## src/rtl/if_fetch_unit.sv

```systemverilog
// Instruction-fetch stage: owns the PC, issues one outstanding word read at a
// time, and hands instructions to decode through a one-entry output buffer.
// Handles delayed branches/jumps from ID, immediate eret/exception redirects,
// and drops responses that belong to a fetch overtaken by a redirect.
module if_fetch_unit #(
    parameter logic [31:0] RESET_PC   = 32'hBFC0_0000,
    parameter logic [31:0] EXC_VECTOR = 32'hBFC0_0380
) (
    input  logic        clk,
    input  logic        rst,
    input  logic        BranchD,
    input  logic        Jump,
    input  logic        JumpReg,
    input  logic [31:0] Branch_addr,
    input  logic [31:0] Jump_addr,
    input  logic [31:0] PCSrc_reg,
    input  logic        EPC_sel,
    input  logic [31:0] EPCout,
    input  logic        exception_flush,
    input  logic        StallD,
    output logic        inst_req,
    output logic [31:0] inst_addr,
    input  logic        inst_addr_ok,
    input  logic        inst_data_ok,
    input  logic [31:0] inst_rdata,
    output logic [31:0] instr,
    output logic [31:0] PCin,
    output logic [31:0] pc_plus_4,
    output logic        valid_D,
    output logic        adel_D
);

    typedef enum logic [1:0] {StIdle, StReq, StWait} state_e;

    state_e      state_q, state_d;
    logic [31:0] pc_q, pc_d;
    logic [31:0] fetch_pc_q, fetch_pc_d;
    logic [31:0] instr_q, instr_d;
    logic [31:0] pcin_q, pcin_d;
    logic [31:0] tgt_q, tgt_d;
    logic        valid_q, valid_d;
    logic        adel_q, adel_d;
    logic        discard_q, discard_d;
    logic        pend_q, pend_d;

    logic        consume, buf_free, aligned, accept, id_redir, flush_any;
    logic [31:0] id_tgt, slot_pc, seq_next_pc, flush_tgt;

    assign consume     = valid_q && !StallD;
    assign buf_free    = !valid_q || consume;
    assign aligned     = (pc_q[1:0] == 2'b00);
    // A request is only raised when the buffer can take its response, so the
    // buffer is always empty while a fetch is outstanding.
    assign inst_req    = rst && (state_q == StReq) && buf_free && aligned;
    assign inst_addr   = pc_q;
    assign accept      = inst_req && inst_addr_ok;
    assign id_redir    = valid_q && !StallD && (JumpReg || Jump || BranchD);
    assign id_tgt      = JumpReg ? PCSrc_reg : (Jump ? Jump_addr : Branch_addr);
    assign slot_pc     = pcin_q + 32'd4;
    assign seq_next_pc = pend_q ? tgt_q : pc_q + 32'd4;
    assign flush_any   = exception_flush || EPC_sel;
    assign flush_tgt   = exception_flush ? EXC_VECTOR : EPCout;

    assign instr     = instr_q;
    assign PCin      = pcin_q;
    assign pc_plus_4 = pcin_q + 32'd4;
    assign valid_D   = valid_q;
    assign adel_D    = adel_q;

    // Next-state: fetch FSM, buffer fill/drain, then redirects in rising priority.
    always_comb begin
        state_d    = state_q;
        pc_d       = pc_q;
        fetch_pc_d = fetch_pc_q;
        instr_d    = instr_q;
        pcin_d     = pcin_q;
        tgt_d      = tgt_q;
        valid_d    = valid_q;
        adel_d     = adel_q;
        discard_d  = discard_q;
        pend_d     = pend_q;

        if (consume) begin
            valid_d = 1'b0;
        end

        case (state_q)
            StReq: begin
                if (buf_free) begin
                    if (!aligned) begin
                        // Misaligned PC: deliver an AdEL entry and park until redirected.
                        instr_d = 32'h0;
                        pcin_d  = pc_q;
                        valid_d = 1'b1;
                        adel_d  = 1'b1;
                        state_d = StIdle;
                    end else if (accept) begin
                        state_d    = StWait;
                        fetch_pc_d = pc_q;
                        pc_d       = seq_next_pc;
                        pend_d     = 1'b0;
                    end
                end
            end
            StWait: begin
                if (inst_data_ok) begin
                    if (discard_q) begin
                        discard_d = 1'b0;
                    end else begin
                        instr_d = inst_rdata;
                        pcin_d  = fetch_pc_q;
                        valid_d = 1'b1;
                        adel_d  = 1'b0;
                    end
                    state_d = StReq;
                end
            end
            default: ;
        endcase

        // Delayed redirect: if the delay slot is not yet accepted, hold the
        // target until it is; otherwise steer the PC now.
        if (id_redir) begin
            if ((pc_q == slot_pc) && !accept) begin
                pend_d = 1'b1;
                tgt_d  = id_tgt;
            end else begin
                pc_d   = id_tgt;
                pend_d = 1'b0;
                if (state_q == StIdle) begin
                    state_d = StReq;
                end
            end
        end

        // Exception flush / eret: no delay slot, kill everything in flight.
        if (flush_any) begin
            pc_d    = flush_tgt;
            valid_d = 1'b0;
            adel_d  = 1'b0;
            pend_d  = 1'b0;
            case (state_q)
                StWait:  discard_d = !inst_data_ok;
                StReq: begin
                    // An address accepted this very cycle still owes a response.
                    state_d   = accept ? StWait : StReq;
                    discard_d = accept;
                end
                default: state_d = StReq;
            endcase
        end
    end

    // State register with asynchronous active-low reset.
    always_ff @(posedge clk or negedge rst) begin
        if (!rst) begin
            state_q    <= StReq;
            pc_q       <= RESET_PC;
            fetch_pc_q <= RESET_PC;
            instr_q    <= 32'h0;
            pcin_q     <= 32'h0;
            tgt_q      <= 32'h0;
            valid_q    <= 1'b0;
            adel_q     <= 1'b0;
            discard_q  <= 1'b0;
            pend_q     <= 1'b0;
        end else begin
            state_q    <= state_d;
            pc_q       <= pc_d;
            fetch_pc_q <= fetch_pc_d;
            instr_q    <= instr_d;
            pcin_q     <= pcin_d;
            tgt_q      <= tgt_d;
            valid_q    <= valid_d;
            adel_q     <= adel_d;
            discard_q  <= discard_d;
            pend_q     <= pend_d;
        end
    end

endmodule
```

## config.mk

```make
export PLATFORM = sky130hd
export DESIGN_NAME = if_fetch_unit
export DESIGN_NICKNAME = d
export VERILOG_FILES = /design/src/rtl/if_fetch_unit.sv
export SDC_FILE = /design/constraint.sdc
export NUM_CORES = 1
export LEC_CHECK = 0
export ABC_AREA = 1
export BUFFER_PORTS_ARGS = -buffer_cell sky130_fd_sc_hd__buf_2
export CAP_MARGIN = 30
export CORE_MARGIN = 4
export CORE_UTILIZATION = 35
export CTS_BUF_LIST = sky130_fd_sc_hd__clkbuf_4 sky130_fd_sc_hd__clkbuf_8
export DETAILED_ROUTE_END_ITERATION = 6
export GPL_TIMING_DRIVEN = 1
export HOLD_SLACK_MARGIN = 0.15
export SETUP_SLACK_MARGIN = 0.3
export SKIP_CTS_REPAIR_TIMING = 1
export SYNTH_ARGS = -nofsm -noshare
export SYNTH_HDL_FRONTEND = slang
export SYNTH_SLANG_ARGS = --single-unit
```

## constraint.sdc

```tcl
create_clock -name clk -period 2.52 [get_ports clk]
set_clock_uncertainty 0.2 [all_clocks]
set_input_delay 0.504 -clock clk [delete_from_list [all_inputs] [get_ports clk]]
set_output_delay 0.504 -clock clk [all_outputs]
set_load 0.02 [all_outputs]
```

==> results_dict.tcl <==
set metrics [dict create \
    run_status "finished, violations left" \
    violations "setup timing" \
    die_w_um 181 \
    gr-usage-all-layers_pct 24.6 \
    grt_pass1_vias 11700 \
    combPwrFrac_pct 54.8 \
    finalSetupViolations 93 \
    p_per_area_nw_per_um2 796 \
    layout.nets 2249 \
    dp_hpwl_um 32200 \
    io_pins 301 \
    area_delta_synth_final_pct 54.0 \
    syn-num-nets 1704 \
    ys_async_sr_fraction_pct 100 \
    grt_overflow 0 \
    ir_drop_mv 0.392 \
    ant_nets 0 \
    htree_levels 4 \
    layout-drive-gt1-share_pct 34.8 \
    die-area_um2 32900 \
    initialDrtViolationCount 1100 \
    fp.coreArea_um2 29600 \
    internal-power_mw 7.31 \
    yosysWarnings 0 \
    wl_met1_um 19800 \
    num_vias 12900 \
    wl_per_cell_um 19.1 \
    antenna_cells 0 \
    synthAdderAreaFrac_pct 0.594 \
    fin_cells 2477 \
    drtPass1Iterations 5 \
    port_buffers 300 \
    ys_types 39 \
    fin_crit_ns 2.97 \
    ys.flop_type "dfrtp_1" \
    clock_latency_ns 0.48 \
    path_class "flop to flop" \
    switching_power_mw 5.59 \
    syn-mean-instance-area_um2 6.88 \
    final_util_pct 54.7 \
    rows 63 \
    startpoint_type "flop" \
    syn_inst 1529 \
    routed-wl-met2_um 22400 \
    cpLargestDelayFamily "simple AND/OR/NAND/NOR gates" \
    synthSimpleGateAreaFrac_pct 30.9 \
    worstPathArrival_ns 3.13 \
    synth_compound_gate_area_share_pct 18.1 \
    crit_chain "ha_4 > nand2_4 > nor2_4 > nand2_4 > nor2_4 > nand2_1 > nand3_1 > nand2_1 > inv_2 > nand2_2 > nor2_4 > nand2_2 > nor2_4 > nand2_2 > nand2_2 > buf_12 > nand2_1 > nand2_1 > o21ai_0" \
    synth_xor_area_share_pct 1.68 \
    antenna_found_initial 0 \
    die_y_um 181 \
    hold_violations 0 \
    avgViaCountPerCell 5.22 \
    grt_max_degree 167 \
    final_common_cell "nand2_1" \
    fin_crit_sh_pct 118 \
    dp.cells 2335 \
    grt_pass1_wl_um 64300 \
    dp_slack_ns -0.484 \
    cpPeakStageDelay_ns 0.42 \
    setup_slack_ns -0.453 \
    critical_path.max_fanout 29 \
    critPathBufInv 2 \
    n_fill_cell 2818 \
    holdWs_ns 0.228 \
    initial_core_util_pct 35.5 \
    report.final.slew_viol_count 0 \
    clock-sinks 166 \
    ys_seq_elements 166 \
    sequentialPowerShare_pct 29.5 \
    clock_power_share_pct 15.7 \
    slew_headroom_pct 35.8 \
    path_clk_slew_ns 0.10 \
    cts_tree "done" \
    multiInputGateArea_um2 5910 \
    ys_seq_area_share_pct 39.7 \
    cp_slowest_cell "dfrtp_2" \
    p_leak_nw 8.38 \
    clock_path_buffers 2 \
    seq_area_um2 4190 \
    highest_layer "met4" \
    synthMuxAreaShare_pct 0 \
    hold_class "input pin to flop" \
    syn_area_um2 10500 \
    synth_enable_flop_cells 0 \
    drt-total-wl_um 47400 \
    worstPathRequired_ns 2.67 \
    routed-wl-met3_um 3500 \
    cts-buffers-inserted 17 \
    drc 0 \
    clock.fmax_mhz 336 \
    layout_common_cells "379 x nand2_1, 286 x buf_2, 185 x buf_4" \
    gp_congestion 0.967 \
    grt_setup_unrepaired "true" \
    p_sw_share_pct 43.3 \
    worstMarginPinSlew_ns 0.963 \
    synth_top_family_by_area "simple AND/OR/NAND/NOR gates" \
    cap_violations 0 \
    cts-root-buf "clkbuf_8" \
    endpoint_kind "flop" \
]
==> cells in the mapped netlist (16+ instances only) <==
library cell / number / share of area [%]
clkbuf_1: 60 / 2.1
nand2_1: 412 / 15
o21ai_0: 98 / 4.7
a22o_1: 32 / 2.7
dfrtp_1: 147 / 35
a21oi_1: 129 / 6.1
nor3_1: 19 / 0.90
nand3_1: 109 / 5.2
nor2_1: 174 / 6.2
nand3b_1: 16 / 1.1
o211ai_1: 34 / 2.4
inv_1: 161 / 5.7
dfstp_2: 19 / 4.7
==> metrics by stage <==
step | instance area (um2) | total power [mW] | TNS, ns
finish | 16200 | 12.9 | -32.72
floorplan | 10600 | 6.66 | -2.84
CTS | 14300 | 11.3 | -37.04
global route | 16200 | 13.6 | -45.49
detailed placement | 13900 | 9.32 | -28.04
global placement | 13900 | 9.26 | -25.78
==> worst reg2reg max path: cells and delay by family, from the launching register on <==
family	cells	cell delay, ns
AO/OA/AOI/OAI	1	0.08
adder cells (fa/ha/maj)	1	0.18
buffers and inverters	2	0.27
flip-flops	1	0.42
AND/OR/NAND/NOR	15	1.71
==> flip-flops by register name (all words and copies together) (netlist names) <==
signal      count
adel_D          1
tgt_q          32
inst_addr      32
instr          32
pend_q          1
valid_D         1
state_q         2
PCin           32
discard_q       1
fetch_pc_q     32
==> routing by layer <==
metal,global-route usage (%),vias up
met5,0,-
met4,8.59,0
met3,4.95,109
met2,39.5,604
met1,33.2,6113
li1,-,6114
==> final timing paths <==
kind                                  from              to  slack [ns]  cells past startpoint
max                                PCin[2]    inst_addr[3]       -0.45                     19
max reg2reg                        PCin[2]    inst_addr[3]       -0.45                     19
min reg2reg                 fetch_pc_q[22]  fetch_pc_q[22]        0.29                      2
max in group asynchronous              rst         PCin[6]        0.80                      3
min in group asynchronous              rst         valid_D        0.57                      3
min                        Branch_addr[16]       tgt_q[16]        0.23                      5
==> cells by family after synthesis <==
group,after synthesis
and+or+nand+nor,772
AOI/OAI and AO/OA,327
buffers and inverters,242
DFF,166
xor gates and xnor gates,17
adders and majority gates,5
==> power by group through the flow <==
stage | clock network [mW] | registers [mW] | logic [mW]
2_1_floorplan | 0 | 4.18 | 2.48
3_3_place_gp | 0 | 3.80 | 5.46
3_5_place_dp | 0 | 3.82 | 5.49
4_1_cts | 2.06 | 3.77 | 5.51
5_1_grt | 2.16 | 3.88 | 7.56
6_report | 2.03 | 3.81 | 7.07
==> cell type report <==
cell class / count / area share [%]
Inverter: 165 / 3.91
Tap cell: 390 / 3.01
Clock inverter: 13 / 0.919
Timing Repair Buffer: 602 / 28.3
Sequential cell: 166 / 25.8
Multi-Input combinational cell: 1122 / 36.5
Clock buffer: 19 / 1.57
(Power assumes the default switching activity.)
